$ cat src/rtl/matmul_pkg.sv
// Shared definitions for the matmul dot-product scheduler: float width, FSM encoding
// and the tag layout {valid, row, col, last} (the last flag sits at bit 0).
`define TAG_WIDTH(RB, CB) ((RB) + (CB) + 2)

package matmul_pkg;

  localparam int FLOAT_WIDTH = 32;

  typedef enum logic [1:0] {
    ST_IDLE  = 2'd0,
    ST_ISSUE = 2'd1,
    ST_DRAIN = 2'd2,
    ST_DONE  = 2'd3
  } state_e;

  localparam int TAG_LAST_POS = 0;
  localparam int TAG_COL_LSB  = 1;

  function automatic int tag_row_lsb(input int cb);
    return TAG_COL_LSB + cb;
  endfunction

  function automatic int tag_valid_pos(input int rb, input int cb);
    return TAG_COL_LSB + cb + rb;
  endfunction

  function automatic int tag_width(input int rb, input int cb);
    return `TAG_WIDTH(rb, cb);
  endfunction

endpackage

$ cat src/rtl/sched_result_fifo.sv
// Show-ahead synchronous FIFO: o_dout is the head entry; a write is visible one cycle later.
// A push while full or a pop while empty is ignored; the producer must track free space itself.
module sched_result_fifo #(
  parameter int WIDTH = 41,
  parameter int DEPTH = 8
) (
  input  logic             clk,
  input  logic             rst_n,
  input  logic             i_push,
  input  logic [WIDTH-1:0] i_din,
  input  logic             i_pop,
  output logic [WIDTH-1:0] o_dout,
  output logic             o_empty,
  output logic             o_full
);

  localparam int AW = $clog2(DEPTH);

  logic [AW:0]      r_wr_ptr;
  logic [AW:0]      r_rd_ptr;
  logic [WIDTH-1:0] r_mem [DEPTH];

  // Pointers carry one extra wrap bit so full and empty are distinguishable.
  assign o_empty = (r_wr_ptr == r_rd_ptr);
  assign o_full  = (r_wr_ptr[AW] != r_rd_ptr[AW]) && (r_wr_ptr[AW-1:0] == r_rd_ptr[AW-1:0]);
  assign o_dout  = r_mem[r_rd_ptr[AW-1:0]];

  always_ff @(posedge clk or negedge rst_n) begin
    if (!rst_n) begin
      r_wr_ptr <= '0;
      r_rd_ptr <= '0;
      for (int k = 0; k < DEPTH; k++) r_mem[k] <= '0;
    end else begin
      if (i_push && !o_full) begin
        r_mem[r_wr_ptr[AW-1:0]] <= i_din;
        r_wr_ptr                <= r_wr_ptr + 1'b1;
      end
      if (i_pop && !o_empty) r_rd_ptr <= r_rd_ptr + 1'b1;
    end
  end

endmodule

$ cat src/rtl/matmul_dot_sched.sv
// Walks C row-major, issuing A-row/B-col reads to a shared vec_dot; first result appears
// RD_LATENCY+DOT_LATENCY+2 cycles after start. Issues stall on zero credits, so the non-stallable pipe never overflows the FIFO.
module matmul_dot_sched
  import matmul_pkg::*;
#(
  parameter int FLOAT_WIDTH = matmul_pkg::FLOAT_WIDTH,
  parameter int ROW_BITS    = 4,
  parameter int COL_BITS    = 4,
  parameter int RD_LATENCY  = 1,
  parameter int DOT_LATENCY = 4,
  parameter int FIFO_DEPTH  = 8
) (
  input  logic                   clk,
  input  logic                   rst_n,
  input  logic                   i_start,
  input  logic [ROW_BITS-1:0]    i_m_rows,
  input  logic [COL_BITS-1:0]    i_n_cols,
  output logic                   o_busy,
  output logic                   o_done,
  output logic                   o_a_rd_en,
  output logic [ROW_BITS-1:0]    o_a_rd_addr,
  output logic                   o_b_rd_en,
  output logic [COL_BITS-1:0]    o_b_rd_addr,
  input  logic [FLOAT_WIDTH-1:0] i_dot_out,
  output logic                   o_res_valid,
  input  logic                   i_res_ready,
  output logic [FLOAT_WIDTH-1:0] o_res_data,
  output logic [ROW_BITS-1:0]    o_res_row,
  output logic [COL_BITS-1:0]    o_res_col,
  output logic                   o_res_last
);

  localparam int PIPE_DEPTH = RD_LATENCY + DOT_LATENCY;
  localparam int TW         = tag_width(ROW_BITS, COL_BITS);
  localparam int ROW_LSB    = tag_row_lsb(COL_BITS);
  localparam int VLD_POS    = tag_valid_pos(ROW_BITS, COL_BITS);
  localparam int CW         = $clog2(FIFO_DEPTH) + 1;
  localparam int FW         = FLOAT_WIDTH + ROW_BITS + COL_BITS + 1;

  state_e              r_state;
  state_e              w_state_nxt;
  logic [ROW_BITS-1:0] r_m_rows;
  logic [COL_BITS-1:0] r_n_cols;
  logic [ROW_BITS-1:0] r_i;
  logic [COL_BITS-1:0] r_j;
  logic [CW-1:0]       r_credits;
  logic                r_last_popped;
  logic [TW-1:0]       r_tag_pipe [PIPE_DEPTH];

  logic          w_issue;
  logic          w_issue_last;
  logic          w_pop;
  logic          w_push;
  logic          w_tags_idle;
  logic          w_fifo_empty;
  logic          w_fifo_full;
  logic [TW-1:0] w_tag_in;
  logic [TW-1:0] w_tag_out;
  logic [FW-1:0] w_fifo_din;
  logic [FW-1:0] w_fifo_dout;

  assign w_issue      = (r_state == ST_ISSUE) && (r_credits != '0);
  assign w_issue_last = w_issue && (r_i == r_m_rows - 1'b1) && (r_j == r_n_cols - 1'b1);
  assign w_pop        = o_res_valid && i_res_ready;

  assign o_busy      = (r_state != ST_IDLE);
  assign o_done      = (r_state == ST_DONE);
  assign o_a_rd_en   = w_issue;
  assign o_b_rd_en   = w_issue;
  assign o_a_rd_addr = r_i;
  assign o_b_rd_addr = r_j;

  always_comb begin
    w_state_nxt = r_state;
    case (r_state)
      ST_IDLE: begin
        if (i_start) begin
          w_state_nxt = ((i_m_rows == '0) || (i_n_cols == '0)) ? ST_DONE : ST_ISSUE;
        end
      end
      ST_ISSUE: if (w_issue_last) w_state_nxt = ST_DRAIN;
      ST_DRAIN: if (w_tags_idle && w_fifo_empty && r_last_popped) w_state_nxt = ST_DONE;
      ST_DONE:  w_state_nxt = ST_IDLE;
      default:  w_state_nxt = ST_IDLE;
    endcase
  end

  always_ff @(posedge clk or negedge rst_n) begin
    if (!rst_n) r_state <= ST_IDLE;
    else        r_state <= w_state_nxt;
  end

  // The final issue leaves i/j untouched so the addresses keep showing the last element.
  always_ff @(posedge clk or negedge rst_n) begin
    if (!rst_n) begin
      r_m_rows      <= '0;
      r_n_cols      <= '0;
      r_i           <= '0;
      r_j           <= '0;
      r_last_popped <= 1'b0;
    end else begin
      if ((r_state == ST_IDLE) && i_start) begin
        r_m_rows      <= i_m_rows;
        r_n_cols      <= i_n_cols;
        r_i           <= '0;
        r_j           <= '0;
        r_last_popped <= 1'b0;
      end else if (w_issue && !w_issue_last) begin
        if (r_j == r_n_cols - 1'b1) begin
          r_j <= '0;
          r_i <= r_i + 1'b1;
        end else begin
          r_j <= r_j + 1'b1;
        end
      end
      if (w_pop && o_res_last) r_last_popped <= 1'b1;
    end
  end

  always_ff @(posedge clk or negedge rst_n) begin
    if (!rst_n) begin
      r_credits <= CW'(FIFO_DEPTH);
    end else begin
      case ({w_issue, w_pop})
        2'b10:   r_credits <= r_credits - 1'b1;
        2'b01:   r_credits <= r_credits + 1'b1;
        default: r_credits <= r_credits;
      endcase
    end
  end

  assign w_tag_in  = {w_issue, r_i, r_j, w_issue_last};
  assign w_tag_out = r_tag_pipe[PIPE_DEPTH-1];
  assign w_push    = w_tag_out[VLD_POS];

  always_ff @(posedge clk or negedge rst_n) begin
    if (!rst_n) begin
      for (int k = 0; k < PIPE_DEPTH; k++) r_tag_pipe[k] <= '0;
    end else begin
      r_tag_pipe[0] <= w_tag_in;
      for (int k = 1; k < PIPE_DEPTH; k++) r_tag_pipe[k] <= r_tag_pipe[k-1];
    end
  end

  always_comb begin
    w_tags_idle = 1'b1;
    for (int k = 0; k < PIPE_DEPTH; k++) begin
      if (r_tag_pipe[k][VLD_POS]) w_tags_idle = 1'b0;
    end
  end

  assign w_fifo_din = {w_tag_out[ROW_LSB +: ROW_BITS], w_tag_out[TAG_COL_LSB +: COL_BITS],
                       w_tag_out[TAG_LAST_POS], i_dot_out};

  sched_result_fifo #(
    .WIDTH (FW),
    .DEPTH (FIFO_DEPTH)
  ) u_res_fifo (
    .clk     (clk),
    .rst_n   (rst_n),
    .i_push  (w_push),
    .i_din   (w_fifo_din),
    .i_pop   (w_pop),
    .o_dout  (w_fifo_dout),
    .o_empty (w_fifo_empty),
    .o_full  (w_fifo_full)
  );

  assign o_res_valid = !w_fifo_empty;
  assign o_res_data  = w_fifo_dout[FLOAT_WIDTH-1:0];
  assign o_res_last  = w_fifo_dout[FLOAT_WIDTH];
  assign o_res_col   = w_fifo_dout[FLOAT_WIDTH+1 +: COL_BITS];
  assign o_res_row   = w_fifo_dout[FLOAT_WIDTH+1+COL_BITS +: ROW_BITS];

  a_fifo_no_overflow: assert property (@(posedge clk) disable iff (!rst_n) !(w_push && w_fifo_full));
  a_credit_bound:     assert property (@(posedge clk) disable iff (!rst_n) r_credits <= CW'(FIFO_DEPTH));

endmodule

$ cat config.mk
export PLATFORM = sky130hd
export DESIGN_NAME = matmul_dot_sched
export DESIGN_NICKNAME = d
export VERILOG_FILES = /design/src/rtl/matmul_pkg.sv /design/src/rtl/sched_result_fifo.sv /design/src/rtl/matmul_dot_sched.sv
export SDC_FILE = /design/constraint.sdc
export NUM_CORES = 1
export LEC_CHECK = 0
export ABC_AREA = 1
export CAP_MARGIN = 25
export CORE_ASPECT_RATIO = 0.6
export CORE_MARGIN = 1.5
export CORE_UTILIZATION = 33
export DETAILED_ROUTE_END_ITERATION = 10
export PLACE_DENSITY = 0.59
export SYNTH_ARGS = -nofsm -noshare
export SYNTH_HDL_FRONTEND = slang
export SYNTH_SLANG_ARGS = --single-unit
$ cat constraint.sdc
create_clock -name clk -period 3.1 [get_ports clk]
set_input_delay 0.62 -clock clk [delete_from_list [all_inputs] [get_ports clk]]
set_output_delay 0.62 -clock clk [all_outputs]
set_load 0.05 [all_outputs]
==> metrics.md <==
| Metric | Value |
|---|---|
| Primary FF master, synth | `dfrtp_1` |
| Synthesis warning total | `0` |
| XOR/XNOR share of the synthesized area | `0.00795` |
| DRC viols | `0` |
| Width of the die | `301 um` |
| Post-route setup slack | `96.6 ps` |
| Vias in the first global route | `between 10000 and 15000` |
| Vias per cell | `between 4 and 5` |
| Syn nets | `approximately 2100` |
| Final setup vio count | `0` |
| Synth cell count leaders | `nand2_1 (413), dfrtp_1 (408), nor2_1 (311)` |
| Post-Synth Adder-Cell Area | `0.0111` |
| Req. time, crit path | `about 2500 ps` |
| Vias post-DR | `~14000` |
| Worst skew pair latency | `about 540 ps` |
| Reg power frac | `0.326` |
| Kind of end point of the critical path | `output pin` |
| CTS H-tree depth | `2` |
| Max-slew violation count | `0` |
| Switching pwr | `11.5 mW` |
| Fmax | `0.333 GHz` |
| Synth Area in Compound Gates | `0.176` |
| Simple-gate share of the synthesized area | `0.166` |
| Antenna Nets Post-Route | `0` |
| Number of synthesized register bits | `409` |
| CP arrival | `2380 ps` |
| Total Wirelength | `roughly 45000 um` |
| Total GRT Usage | `0.166` |
| First-pass GRT wire length | `73900 um` |
| Area of the core | `52600 sq um` |
| Power density cells | `1290 nW/um^2` |
| Post-synth EDFFs | `0` |
| Largest family of logic cells by synthesized area | `compound AO/OA/AOI/OAI gates` |
| Met3 routed WL | `2290 um` |
| Max Cap Viol | `0` |
| Initial antenna violation count | `0` |
| Critical Path, Cell by Cell | `inv_6 -> buf_16 -> o21ai_0 -> o22ai_1 -> nor2_1 -> a31oi_2 -> buf_12` |
| Met1 WL | `21300 um` |
| DRT iter0 DRCs | `about 1200` |
| Slowest stage delay, CP | `580 ps` |
| Clock share of power | `0.187` |
| Metal2 WL | `20300 um` |
| Syn avg cell area | `8.75 sq um` |
| Critical path's slowest cell | `dfrtp_4` |
| Endpoints failing hold | `0` |
| Crit-path max FO | `62` |
| Slew margin rel. | `0.586` |
| P_int | `16.1 mW` |
| Flop-to-flop setup slack | `between 400 and 500 ps` |
| Fin cells | `about 2800` |
| Post-route clock period utilization | `0.969` |
| Cell taking the most area after synthesis | `dfrtp_1` |
| Count of different cell masters after synthesis | `30` |
| Hold Path Class | `reg -> reg` |
| Num ports | `98` |
| Clock sinks | `between 400 and 500` |
| Crit Path Class | `reg -> out` |
| Root Driver | `clkbuf_16` |
| Switching share of power | `0.416` |
| Post-Place Cells | `2719` |
| Top-count cell post-synth | `nand2_1` |
| RePlAce Congestion | `about 0.8` |
| Share of layout cells above drive strength 1 | `0.0943` |
| Syn Inst Count | `2014` |
| Area Overhead vs Synth | `21.8%` |
| Fin crit period | `3000 ps` |
| Setup Slack @ Placement | `467 ps` |
| Seq/Total Area, Yosys | `0.581` |
| Clock transition at path regs | `60 ps` |
| Total die area | `54800 sq um` |
| Largest net degree at the start of global routing | `about 110` |
| # port buffers | `97` |
| DIE HEIGHT | `about 180 um` |
| Gate power share | `0.487` |
| Peak VDD IR | `roughly 0.72 mV` |
| Clk buf depth | `3` |
| GRT overflow | `0` |
| HPWL after DPL | `25700 um` |
| Mux contribution to synthesized area | `0.000639` |
| Status | `finished clean` |
| DR top layer | `met4` |
| Ys async rst share | `1.00` |
| Post-synthesis cell area | `17600 sq um` |
| Final setup skew | `18.9 ps` |
| RSZ-0062 raised after global routing | `yes` |
| Initial Util | `0.335` |
| Wire length per cell | `16.0 um` |
| Nets | `2126` |
| TritonCTS clock tree | `yes` |
| # rows | `65` |
| Area contributors post-synth | `dfrtp_1 (58%), nand2_1 (8.8%), o21ai_1 (8.2%), nor2_1 (6.6%), o21ai_0 (6.4%)` |
| Nature of the critical path startpoint | `flop` |
| Top-area cell type share of the netlist area | `0.579` |
| CTS buffer count | `42` |
| Slew @ Worst Pin | `621 ps` |
| First-pass iteration count of the detailed router | `5` |
| Leakage | `9.93 nW` |
| # diodes | `0` |
path summary, 6_finish.rpt:
check                                       startpoint                    end  cells past startpoint
worst max-delay path            u_res_fifo.r_rd_ptr[0]         o_res_data[11]                      7
worst min-delay path                    r_tag_pipe[45]         r_tag_pipe[35]                      0
worst max register to register  u_res_fifo.r_rd_ptr[0]           r_credits[3]                     13
worst min register to register          r_tag_pipe[45]         r_tag_pipe[35]                      0
max in group asynchronous                        rst_n  u_res_fifo.r_mem[181]                      3
min in group asynchronous                        rst_n  u_res_fifo.r_mem[318]                      2
critical path: cells and delay by family, from the launching register on:
family | cells | cell delay [ps]
AOI/OAI and AO/OA | 3 | 590
buffers and inverters | 3 | 560
DFF | 1 | 580
and+or+nand+nor | 1 | 80
cells by family after synthesis:
kind of cell,count (synthesis)
multiplexers,1
AO/OA/AOI/OAI,599
buffers and inverters,219
AND/OR/NAND/NOR,755
adder cells (fa/ha/maj),15
flip-flops,409
XOR/XNOR,16
cell usage in the layout, fill, tap and decap left out, types with 2 or more instances in the layout:
cell / instances
nand2_1: 412
dfrtp_1: 406
nor2_1: 311
o21ai_1: 287
o21ai_0: 224
inv_1: 84
buf_12: 60
clkdlybuf4s50_1: 52
clkbuf_16: 43
o22ai_1: 40
a31oi_2: 27
buf_4: 19
a31oi_1: 14
ha_1: 14
nand3_1: 13
xor2_1: 11
clkbuf_1: 10
clkinv_2: 8
nand2_4: 7
nand4_1: 5
xnor2_1: 5
bufinv_16: 5
clkbuf_8: 4
inv_2: 3
inv_6: 3
a21oi_1: 3
clkinvlp_4: 3
buf_16: 3
a31oi_4: 2
nand3b_1: 2
or2_2: 2
dlygate4sd2_1: 2
buf_6: 2
dfrtp_4: 2
metal layers:
metal	vias up	global-route usage
li1	6750	-
met2	344	0.266
met5	-	0
met3	68	0.0263
met4	0	0.0412
met1	6744	0.233
area by class of cell:
cell class	instances	area, sq um
clock buffer	57	1170
fill	5115	31200
multi-input combinational	1386	6590
inverter	88	335
timing repair buffer	140	2010
sequential	409	10200
tap	703	880
clock inverter	19	239
metrics by stage:
step	utilization	area [sq um]	hold WS, ps	power, mW	TNS (ps)
floorplan	-	17600	324	17.0	0
global placement	0.376	19800	335	21.9	0
detailed placement	0.376	19800	335	22.2	0
CTS	0.405	21300	343	27.7	0
global route	0.408	21500	350	29.6	-49.6
finish	0.408	21500	342	27.6	0
state kept, by name, indices dropped and copies added (netlist names):
signal and cells:
o_b_rd_addr 4, r_n_cols 4, r_credits 4, r_state 2
r_last_popped 1, u_res_fifo.r_mem 328, w_tag_out 10, u_res_fifo.r_wr_ptr 4
u_res_fifo.r_rd_ptr 4, o_a_rd_addr 4, r_tag_pipe 40, r_m_rows 4
power by group through the flow:
stage | registers [mW] | clock network, mW | logic (mW)
6_report | 9.02 | 5.17 | 13.5
5_1_grt | 9.30 | 5.54 | 14.8
4_1_cts | 9.03 | 5.33 | 13.3
3_5_place_dp | 9.08 | 0 | 13.1
3_3_place_gp | 9.00 | 0 | 12.9
2_1_floorplan | 8.76 | 0 | 8.19
timing repair:
item,in CTS,in global routing
pin swaps,0,2
endpoints found under the hold margin,31,0
setup endpoints to repair,28,34
gates resized for setup,24,16
hold buffers,1,0
cloned,0,0
buffers inserted,0,6
Note: power is estimated with default switching activity, not from simulation.
